File: config.mk
export PLATFORM = sky130hd
export DESIGN_NAME = mem_dbus_ctrl
export DESIGN_NICKNAME = d
export VERILOG_FILES = /design/src/rtl/mem_dbus_ctrl.sv
export SDC_FILE = /design/constraint.sdc
export NUM_CORES = 1
export LEC_CHECK = 0
export CELL_PAD_IN_SITES_DETAIL_PLACEMENT = 0
export CELL_PAD_IN_SITES_GLOBAL_PLACEMENT = 1
export CORE_MARGIN = 4
export CORE_UTILIZATION = 33
export CTS_BUF_LIST = sky130_fd_sc_hd__clkbuf_8
export DETAILED_ROUTE_END_ITERATION = 8
export GPL_TIMING_DRIVEN = 0
export PLACE_DENSITY = 0.92
export SLEW_MARGIN = 30
export SYNTH_ARGS = -nofsm -noshare
export SYNTH_HDL_FRONTEND = slang
export SYNTH_SLANG_ARGS = --single-unit
File: constraint.sdc
create_clock -name clk -period 2.6 [get_ports clk]
set_clock_uncertainty 0.15 [all_clocks]
set_input_delay 0.52 -clock clk [delete_from_list [all_inputs] [get_ports clk]]
set_output_delay 0.52 -clock clk [all_outputs]
set_load 0.1 [all_outputs]
File: src/rtl/mem_dbus_ctrl.sv
// Memory-stage data-bus initiator: issues load/store requests, stalls the pipeline, returns aligned load data.
// Optional build macro MISALIGN_TRAP_EN: misaligned accesses skip the bus and report out_misalign.
module mem_dbus_ctrl #(
    parameter int AW = 64,
    parameter int DW = 64
) (
    input  logic          clk,
    input  logic          reset,
    input  logic          in_valid,
    input  logic          in_is_load,
    input  logic          in_is_store,
    input  logic [1:0]    in_size,
    input  logic          in_unsigned,
    input  logic [AW-1:0] in_addr,
    input  logic [DW-1:0] in_wdata,
    output logic          dreq_valid,
    output logic [AW-1:0] dreq_addr,
    output logic [2:0]    dreq_size,
    output logic [7:0]    dreq_strobe,
    output logic [DW-1:0] dreq_data,
    input  logic          dresp_data_ok,
    input  logic [DW-1:0] dresp_data,
    output logic          Dwait,
    output logic          out_done,
    output logic [DW-1:0] out_rdata
`ifdef MISALIGN_TRAP_EN
    ,
    output logic          out_misalign
`endif
);

    typedef enum logic [1:0] {IDLE, REQ, DONE} state_t;

    state_t        state_q, state_d;
    logic [AW-1:0] addr_q, addr_d;
    logic [1:0]    size_q, size_d;
    logic          unsigned_q, unsigned_d;
    logic [7:0]    strobe_q, strobe_d;
    logic [DW-1:0] data_q, data_d;
    logic          is_load_q, is_load_d;
    logic [DW-1:0] rdata_q, rdata_d;
    logic          memop;
    logic [7:0]    mask;
    logic [DW-1:0] shifted;
    logic [DW-1:0] ext;
`ifdef MISALIGN_TRAP_EN
    logic          misalign_q, misalign_d;
    logic          misaligned;
`endif

    assign memop = in_valid & (in_is_load | in_is_store);

    always_comb begin
        mask = 8'h01;
        case (in_size)
            2'd0: mask = 8'h01;
            2'd1: mask = 8'h03;
            2'd2: mask = 8'h0F;
            2'd3: mask = 8'hFF;
            default: mask = 8'h01;
        endcase
    end

`ifdef MISALIGN_TRAP_EN
    always_comb begin
        misaligned = 1'b0;
        case (in_size)
            2'd0: misaligned = 1'b0;
            2'd1: misaligned = in_addr[0];
            2'd2: misaligned = |in_addr[1:0];
            2'd3: misaligned = |in_addr[2:0];
            default: misaligned = 1'b0;
        endcase
    end
`endif

    // Load data is aligned using the address captured at issue, not the live pipeline input.
    always_comb begin
        shifted = dresp_data >> {addr_q[2:0], 3'b000};
        ext     = shifted;
        case (size_q)
            2'd0: ext = {{(DW-8){~unsigned_q & shifted[7]}}, shifted[7:0]};
            2'd1: ext = {{(DW-16){~unsigned_q & shifted[15]}}, shifted[15:0]};
            2'd2: ext = {{(DW-32){~unsigned_q & shifted[31]}}, shifted[31:0]};
            default: ext = shifted;
        endcase
    end

    always_comb begin
        state_d    = state_q;
        addr_d     = addr_q;
        size_d     = size_q;
        unsigned_d = unsigned_q;
        strobe_d   = strobe_q;
        data_d     = data_q;
        is_load_d  = is_load_q;
        rdata_d    = rdata_q;
`ifdef MISALIGN_TRAP_EN
        misalign_d = 1'b0;
`endif
        case (state_q)
            IDLE: begin
                if (memop) begin
                    addr_d     = in_addr;
                    size_d     = in_size;
                    unsigned_d = in_unsigned;
                    strobe_d   = in_is_store ? (mask << in_addr[2:0]) : '0;
                    data_d     = in_wdata << {in_addr[2:0], 3'b000};
                    is_load_d  = in_is_load;
`ifdef MISALIGN_TRAP_EN
                    if (misaligned) begin
                        state_d    = DONE;
                        misalign_d = 1'b1;
                        rdata_d    = '0;
                    end else begin
                        state_d = REQ;
                    end
`else
                    state_d = REQ;
`endif
                end
            end
            REQ: begin
                if (dresp_data_ok) begin
                    rdata_d = is_load_q ? ext : '0;
                    state_d = DONE;
                end
            end
            DONE:    state_d = IDLE;
            default: state_d = IDLE;
        endcase
    end

    always_ff @(posedge clk) begin
        if (reset) begin
            state_q    <= IDLE;
            addr_q     <= '0;
            size_q     <= '0;
            unsigned_q <= 1'b0;
            strobe_q   <= '0;
            data_q     <= '0;
            is_load_q  <= 1'b0;
            rdata_q    <= '0;
`ifdef MISALIGN_TRAP_EN
            misalign_q <= 1'b0;
`endif
        end else begin
            state_q    <= state_d;
            addr_q     <= addr_d;
            size_q     <= size_d;
            unsigned_q <= unsigned_d;
            strobe_q   <= strobe_d;
            data_q     <= data_d;
            is_load_q  <= is_load_d;
            rdata_q    <= rdata_d;
`ifdef MISALIGN_TRAP_EN
            misalign_q <= misalign_d;
`endif
        end
    end

    assign dreq_valid  = (state_q == REQ);
    assign dreq_addr   = addr_q;
    assign dreq_size   = {1'b0, size_q};
    assign dreq_strobe = strobe_q;
    assign dreq_data   = data_q;
    assign Dwait       = ((state_q == IDLE) & memop) | (state_q == REQ);
    assign out_done    = (state_q == DONE);
    assign out_rdata   = rdata_q;
`ifdef MISALIGN_TRAP_EN
    assign out_misalign = misalign_q;
`endif

endmodule

# == Yosys cells after proc, flatten, opt, wreduce, memory -nomap -nowiden ==
# Cells that the tools add are included.
# totals
word_cells,41
inputBits,201
reg_bits,206
# op_classes
shift,3
bitwise,8
eq_ne,9
n_mux,7
n_reduce_logical,6
# op_table
cell,count
case mux 64 bit (3 select lines),1
2-to-1 mux 64 bit,1
<< shifter 64 x 6 -> 64 bit,1
>> shifter 64 x 6 -> 64 bit,1
case mux 8 bit (4 select lines),1
"equality test 2 bit, second input constant",4
2-to-1 mux 8 bit,1
<< shifter 8 x 3 -> 8 bit,1
"equality test 2 x 1 -> 1 bit, second input constant",3
logical NOT 2 bit,3
AND reduction 2 bit,3
AND 1 bit,5
2-to-1 mux 2 bit,2
case mux 2 bit (2 select lines),1
"!= test 2 x 1 -> 1 bit, second input constant",1
"!= test 2 bit, second input constant",1
bitwise OR 1 bit,2
inverter 1 bit,1

# == Longest topological paths before layout ==
# logic_depth
depth_word,4
mapped_depth,9
ltp_nobuf,5

# == Least setup slack after synthesis ==
# Ideal clock, no wire load.
# synth_path
kind,flip-flop to flip-flop
startpoint,"register addr_q[1], in the netlist dreq_addr[1]"
endpoint,"register rdata_q[41], in the netlist out_rdata[41]"
required_time_ns,2.324
arrival_ns,2.498
synth_period_minus_slack_ns,2.773
stages_incl_launch_ff,8
slack_ns,-0.173
setup_time_ns,0.126
cell_sequence,dfxtp_1 buf_6 mux2_4 o22ai_1 nor4_4 a311oi_4 buf_6 o31ai_4
# synth_between
elab_chain_len,4
word_cells_on_any_way,6
cone_classes,1 x shift; 2 x mux; 3 x bitwise
# synth_lines
element,line,source
start: declaration,35,"logic [AW-1:0] addr_q, addr_d;"
start signal: assignment,149,addr_q <= addr_d;
>> shifter 64 x 6 -> 64 bit (*),79,"shifted = dresp_data >> {addr_q[2:0], 3'b000};"
"AND 1 bit, on equally long branches","84, 82, 83",
case mux 64 bit (3 select lines) (*),81,case (size_q)
2-to-1 mux 64 bit (*),125,rdata_d = is_load_q ? ext : '0;
end signal: assignment,155,rdata_q <= rdata_d;
end: declaration,41,"logic [DW-1:0] rdata_q, rdata_d;"
# Every way passes the cells marked *; elsewhere a longest branch is shown, timed or not.
# A chain may end at the register's enable or synchronous reset.

# == Final worst setup path ==
# layout_path
startpoint,"register addr_q[1], in the netlist dreq_addr[1]"
endpoint,"register rdata_q[10], in the netlist out_rdata[10]"
# layout_between
elab_chain_len,4
# layout_lines
element,line,source
>> shifter 64 x 6 -> 64 bit (*),79,
AND 1 bit,82,"2'd0: ext = {{(DW-8){~unsigned_q & shifted[7]}}, shifted[7:0]};"
case mux 64 bit (3 select lines) (*),81,
2-to-1 mux 64 bit (*),125,
# Marks and branches as above.

==> summary.txt <==
Run status
  • Result of the run: finished clean

Setup path
  • Crit path required time: 2870 ps
  • Type of element capturing the critical path: flop
  • R2R Setup Slk: 50 ps
  • Startpoint type of the worst setup path: flop
  • Number of cells on the worst reg-to-reg path: 9
  • Worst Path Arrival: 2820 ps
  • R2R Path Start: dreq_addr[1]$_SDFFE_PP0P_
  • Capturing point of the worst reg2reg path: out_rdata[10]$_SDFFE_PP0P_
  • CP max FO: 10
  • Setup Crit Path Kind: flop to flop

Final layout
  • Commonest non-fill, non-tap cell in the layout: nand2_1
  • Relative area change from synthesis to final layout: 47.54%
  • Filler Cell Count: 3152
  • Commonest non-fill, non-tap cells in the layout: nand2_1 (249), dfxtp_1 (203), clkdlybuf4s50_1 (196), dlygate4sd2_1 (183), a21oi_1 (118)
  • Share of cells above drive strength 1: 14.95%
  • Final standard cell utilization of the core: 49.21%
  • Number of nets in the final layout: 1907

Min path
  • HP Class: input port to flop
  • Beginning of the worst hold path: in_size[1]
  • Worst hold path stage count: 3
  • Hold path endpoint: size_q[1]$_SDFFE_PP0P_

STA
  • Fraction of the cycle the final worst path needs: 98.00%
  • Final period demand of the worst path: 2548 ps
  • Hold Vio Cnt, Final: 0
  • Number of endpoints failing setup at the final stage: 0
  • Setup_tns: 0 ps
  • RSZ-0062 raised after global routing: yes
  • Max transition margin: 30.44%
  • Peak clock frequency supported by timing: 392.4 MHz
  • Pin slew with the least headroom to its limit: 1048 ps
  • Hold WS: 268.4 ps
  • Number of pins exceeding their max-slew limit in the final report: 0

Clock network
  • H-tree levels: 2
  • CTS hold repair buffers: 0
  • Clock transition at the registers of the reported paths: 60 ps
  • CTS sink count: 206
  • Clock network latency to the later pin of the worst-skew pair: 530 ps
  • Number of buffers created by CTS: 39
  • TritonCTS clock tree: yes
  • Clock root cell: clkbuf_8
  • Maximum buffer depth of the clock tree: 3

Routing
  • DR pass1 iterations: 5
  • Total length of routed wires: 49.92 mm
  • Routed wire per std cell: 22.95 µm
  • Via-to-Cell Ratio: 5.436
  • Number of nets with antenna violations after routing: 0
  • DRT iter0 DRCs: 815
  • Final routed DRC violation total: 0
  • Count of vias placed by the detailed router: 11820

Synth
  • Post-synthesis sequential area ratio: 38.10%
  • Mapped Cells: 1265
  • Share of flip-flops with an asynchronous set or reset after synthesis: 0%
  • Mean cell area of the mapped netlist: 8.557 µm²
  • Main flop type after synthesis: dfxtp_1
  • Post-synthesis cell type count: 60
  • Number of flops mapped to enable cells by yosys: 0
  • Number of warnings issued by yosys: 0
  • Cell Area, Synth: 10820 µm²
  • Flops & latches, synth: 206
  • Nets in the synthesized netlist: 1466

Place
  • Number of buffers inserted by port buffering: 401
  • Global placer's final weighted congestion: 0.9732
  • Placed wire-length estimate: 39.42 mm

Die
  • Effective utilization at floorplan: 33.35%
  • Count of pins on the block boundary: 407
  • Die Wd: 189.1 µm
  • Core box area: 32450 µm²
  • Die Y-Extent: 189.1 µm
  • Area of the die: 35760 µm²
  • # rows: 66

Global route
  • Largest net degree at the start of global routing: 11
  • Wire length of the first global-routing pass: 72.95 mm
  • Overall global routing resource usage: 26.46%
  • Aggregate global routing overflow: 0
  • Via count of the first global-routing pass: 11670
  • Antenna violations before repair: 4

Power and ir drop
  • Peak VDD IR: 411.9 µV
  • Leakage power: 0.006708 µW
  • Ratio of total power to cell area: 618.3 nW/µm²

Run
  • Number of max-capacitance violations reported: 0
==> how the worst max path moves through the flow <==
stage	slack [ps]	to	start	depth (start not counted)
global placement	-730	dreq_data[52]$_SDFFE_PP0P_	in_is_store	6
floorplan	150	out_rdata[41]$_SDFFE_PP0P_	dreq_addr[1]$_SDFFE_PP0P_	7
detailed placement	-730	Dwait	in_is_store	4
finish	50	out_rdata[10]$_SDFFE_PP0P_	dreq_addr[1]$_SDFFE_PP0P_	9
global route	-20	dreq_addr[12]$_SDFFE_PP0P_	in_is_store	7
CTS	20	dreq_strobe[5]$_SDFFE_PP0P_	in_is_store	8
==> layer usage <==
| layer | track usage (%) | part of all wire, % | vias up |
|---|---|---|---|
| met5 | 0 | 0.096 | - |
| met4 | 9.053 | 3.5 | 8 |
| met3 | 7.319 | 9.5 | 112 |
| met2 | 45.95 | 48 | 637 |
| met1 | 31.58 | 38 | 5645 |
| li1 | - | - | 5422 |
==> flip-flops by register name, indices dropped and copies added (netlist names) <==
| register | flops |
|---|---|
| unsigned_q | 1 |
| is_load_q | 1 |
| size_q | 2 |
| state_q | 2 |
| dreq_data | 64 |
| dreq_strobe | 8 |
| out_rdata | 64 |
| dreq_addr | 64 |
==> stage by stage <==
step	instances	instance area (µm²)	setup slack, ps	total power, µW
after floorplan	1265	10830	151.9	5393
after global placement	2108	15400	-731.3	6447
after detailed placement	2108	15330	-729.9	6453
after CTS	2175	15960	24.34	9924
after global routing	2174	15970	-24.91	10220
final	2175	15970	51.88	9874
==> kinds of logic (layout without fill, tap and decap cells) <==
group,count (synthesis),in the layout,share of synthesized area (%)
DFF,206,206,38.10
and+or+nand+nor,431,431,16.62
buffers and inverters,132,599,5.687
muxes,140,140,16.47
AOI/OAI and AO/OA,355,355,23.08
other,1,2,0.03464
==> synthesized netlist by cell type, types with 7 or more instances <==
| cell type | instances | share of area, % |
|---|---|---|
| dfxtp_1 | 206 | 38 |
| a221oi_1 | 13 | 1.1 |
| o31ai_2 | 17 | 2.0 |
| a311oi_1 | 9 | 0.73 |
| a22oi_1 | 30 | 2.1 |
| mux2_2 | 47 | 4.9 |
| mux2i_1 | 66 | 6.1 |
| o211ai_1 | 7 | 0.49 |
| nor2b_1 | 17 | 0.98 |
| nor3b_1 | 10 | 0.69 |
| mux4_2 | 25 | 5.2 |
| buf_2 | 36 | 1.7 |
| clkbuf_1 | 67 | 2.3 |
| a211oi_1 | 45 | 3.1 |
| inv_1 | 11 | 0.38 |
| nor2_1 | 114 | 4.0 |
| o221ai_1 | 13 | 1.1 |
| buf_6 | 8 | 0.83 |
| nor3_1 | 21 | 0.97 |
| o21ai_0 | 45 | 2.1 |
| o21ai_2 | 11 | 0.89 |
| a21oi_1 | 119 | 5.5 |
| nand2_1 | 249 | 8.6 |
==> layout make-up <==
cell class                 instances  area [µm²]  area share (%)
multi-input combinational        927        6106           38.23
sequential                       206        4128           25.85
timing repair buffer             401        3696           23.14
clock buffer                      46       633.1           3.964
buffer                           120       585.6           3.667
tap                              442       553.0           3.463
clock inverter                    21       225.2           1.410
inverter                          11       41.29          0.2585
antenna                            1       2.502         0.01567
==> timing repair <==
action	in CTS	in global routing
buffers inserted	0	0
resized for setup	204	12
endpoints found under the setup margin	234	79
==> critical path, cell delays in order (launching register included) <==
cell,delay (ps)
dfxtp_2,370
buf_6,180
buf_6,200
buf_6,200
buf_4,260
mux2i_1,300
nand2_1,80
o211ai_1,110
o21ai_0,210
a221o_1,370
==> power by group <==
group          internal [µW]  switching, µW
clock                   2110           1440
combinational            866           2080
sequential              3300           86.2
Note: power is estimated with default switching activity, not from simulation.
==> edit 1, RTL diff (same flow settings) <==
Add a define of `MISALIGN_TRAP_EN`.
--- a/src/rtl/mem_dbus_ctrl.sv
+++ b/src/rtl/mem_dbus_ctrl.sv
@@ -1,5 +1,7 @@
 // Memory-stage data-bus initiator: issues load/store requests, stalls the pipeline, returns aligned load data.
 // Optional build macro MISALIGN_TRAP_EN: misaligned accesses skip the bus and report out_misalign.
+`define MISALIGN_TRAP_EN
+
 module mem_dbus_ctrl #(
     parameter int AW = 64,
     parameter int DW = 64
Formal check against the unedited RTL (old outputs only; new: out_misalign): not equivalent (Yosys sat finds a counterexample within 4 cycles, from zero or initial values and one cycle with reset high).
==> edit 1 against the original RTL <==
  * Final area decreased by 1.7%
  * Power down 4.5%
  * Wire length rose by 2.6%
  * Synthesized area decreased by 1.9%
  * Worst setup slack lost 7.1 ps
  * Sequential cell count grew 1
  * Global-route usage increased by 1.2 points
  * Largest cell class unchanged
  * Largest power group is now registers
  * Highest routed layer unchanged
==> edit 1: results (changes against the original RTL) <==
Outcome
  – Status: completed (unchanged)

Power
  – Max IR drop VDD: 0.400 mV (was 0.412 mV)
  – Standby leakage power: 6.84 nW (was 6.71 nW)

Final layout
  – Sequential cell count of the final layout: 207 (was 206)
  – Sequential cell area: 4150 µm² (was 4130 µm²)
  – Inverter count: 8 (was 11)
  – Clock tree cell share of total cell area: 0.0472 (was 0.0537)
  – Number of nets in the layout: 1872 (was 1907)
  – Number of combinational gates with multiple inputs: 891 (was 927)

Route
  – Vias post-DR: 11700 (was 11800)
  – Met1 Routed Length: 19900 µm (was 19200 µm)
  – Met3 wire len: 5010 µm (was 4740 µm)
  – Detailed Route Iter0 Violations: 924 (was 815)

Critical path
  – Timing startpoint of the critical path: in_addr[1] (was dreq_addr[1]$_SDFFE_PP0P_)
  – Slowest stage delay, CP: 540 ps (was 370 ps)
  – Endpoint of the worst setup timing path: dreq_data[50]$_SDFFE_PP0P_ (was out_rdata[10]$_SDFFE_PP0P_)

Synthesis
  – Count of different cell masters after synthesis: 46 (was 60)
  – Top cell types by occurrence after synthesis: dfxtp_1, nand2_1, a21oi_1 (was nand2_1, dfxtp_1, a21oi_1)
  – Count of mapped cells out of synthesis: 1225 (was 1265)

GRT
  – Overall routing resource usage: 0.276 (was 0.265)
  – Pin count of the biggest net entering global routing: 13 (was 11)
  – Met2 GRT Util: 0.472 (was 0.459)

Placement
  – Sum of net half-perimeters after detailed placement: 39900 µm (was 39400 µm)
  – Final estimated routing congestion in global placement: 0.958 (was 0.973)
  – DP Worst Slack: -1130 ps (was -730 ps)

Timing
  – Worst-margin pin slew: 1030 ps (was 1050 ps)
edit 1: cell count changes after synthesis, sizes merged, moves of 13 or more:
cell     unedited run  this run
o221ai             13         0
a211o               3        22
mux4               25        38
mux2               49        35
a22o                0        17
o2bb2ai             2        18
a211oi             45        32
o31ai              21         1
nand2             249       202
edit 1: what timing repair did:
action / in CTS / in global routing
cloned: 0 / 0
resized for setup: 217 / 31
buffers inserted: 0 / 0
endpoints found under the setup margin: 378 / 85
edit 1: where the power goes:
part           switching, mW  internal (mW)  leakage, nW  total, mW
clock                   1.49           1.63        0.443       3.12
sequential            0.0794           3.32         1.69       3.39
combinational           2.06          0.854         4.71       2.92
edit 1: kinds of logic after synthesis:
family,share of synthesized area
AO/OA/AOI/OAI,0.217
flip-flops,0.390
multiplexers,0.183
AND/OR/NAND/NOR,0.159
buffers and inverters,0.0514
other,0.000353
==> edit 2, RTL diff (same flow settings) <==
Made on the original files. Reset style: asynchronous (`reset`), changed in one clocked block.
--- a/src/rtl/mem_dbus_ctrl.sv
+++ b/src/rtl/mem_dbus_ctrl.sv
@@ -131,7 +131,7 @@
         endcase
     end
 
-    always_ff @(posedge clk) begin
+    always_ff @(posedge clk or posedge reset) begin
         if (reset) begin
             state_q    <= IDLE;
             addr_q     <= '0;
Formal check against the unedited RTL: differs if reset is asserted again (counterexample within 4 cycles, from zero or initial values and one cycle with reset high); with reset held inactive, the same outputs for 4 cycles.
==> edit 2 against the original RTL <==
  * Critical path depth decreased by 1
  * Synthesized cell count is 7.8% lower
  * Wire length is 0.95% higher
  * Final area rose by 5.7%
  * Synthesized area grew 6.2%
  * Final cell count down 3.5%
  * First-iteration DRC count rose by 13%
  * Sequential cell count unchanged
  * Critical endpoint is now out_rdata[10]$_DFFE_PP0P_
  * Worst setup slack worse by 42 ps
  * Highest routed layer unchanged
  * Largest cell class unchanged
Power is not compared: it rests on default switching activity, and its combinational part moved more than twofold at a synthesized area within 25%.
==> edit 2: results (changes against the original RTL) <==
Placement
  – DP Worst Slack: -1100 ps (was -730 ps)
  – DP Cell Count: 2032 (was 2108)
  – Total of buffers placed on input and output ports: 402 (was 401)
  – Sum of net half-perimeters after detailed placement: 39500 µm (was 39400 µm)

Final layout
  – Share of cells above drive strength 1: 0.166 (was 0.150)
  – Inverter count: 17 (was 11)
  – Clock tree cell share of total cell area: 0.0496 (was 0.0537)
  – Seq area share: 0.305 (was 0.258)
  – Number of combinational gates with multiple inputs: 839 (was 927)
  – Number of nets in the layout: 1818 (was 1907)
  – Non-clock buffering overhead in the final layout: 0.259 (was 0.268)
  – Sequential cell area: 5150 µm² (was 4130 µm²)
  – Antenna fix cells: 0 (was 1)
  – Area overhead of the layout relative to synthesis: 46.9% (was 47.5%)
  – Area taken by multi-input logic gates: 5880 µm² (was 6110 µm²)
  – Non-filler cells, final: 2099 (was 2175)
  – Number of fill cells: 3295 (was 3152)

Outcome
  – Status: completed (unchanged)

GRT
  – Routing usage on met3: 0.0756 (was 0.0732)
  – Met1 usage in global routing: 0.311 (was 0.316)
  – Number of antenna violations at the first check in global routing: 1 (was 4)
  – Vias in the first global route: 12000 (was 11700)

Route
  – Vias post-DR: 11500 (was 11800)

Timing
  – Worst-margin pin slew: 1040 ps (was 1050 ps)
  – Final period util: 0.996 (was 0.980)

Critical path
  – Arrival @ worst endpoint: 2810 ps (was 2820 ps)
  – Cell type of the slowest stage on the worst timing path: mux2i_1 (was dfxtp_2)
  – Worst reg-to-reg setup slack: 10 ps (was 50 ps)

Synthesis
  – Count of mapped cells out of synthesis: 1166 (was 1265)
  – Top cell types by occurrence after synthesis: nand2_1, dfrtp_1, mux2i_1 (was nand2_1, dfxtp_1, a21oi_1)
edit 2: routing by layer:
metal | wire length, µm | up-vias
met5 | 20 | -
met4 | 2320 | 2
met3 | 4910 | 130
met2 | 24000 | 679
met1 | 19100 | 5600
li1 | - | 5078
edit 2: kinds of logic after synthesis:
kind of cell,synth area share
muxes,0.179
AOI/OAI and AO/OA,0.181
DFF,0.448
other,0.000326
and+or+nand+nor,0.145
buffers and inverters,0.0460
edit 2: stage by stage:
step	util	hold slack, ps
after floorplan	-	309
after global placement	0.467	308
after detailed placement	0.469	312
after CTS	0.489	208
after global routing	0.490	241
final	0.490	225
edit 2: where the power goes:
| group | internal, mW | switching [mW] | leakage [nW] | total [mW] |
|---|---|---|---|---|
| clock | 1.94 | 1.52 | 0.461 | 3.45 |
| sequential | 4.34 | 0.725 | 2.65 | 5.07 |
| combinational | 3.05 | 12.0 | 4.80 | 15.1 |
| total | 9.33 | 14.3 | 7.91 | 23.6 |
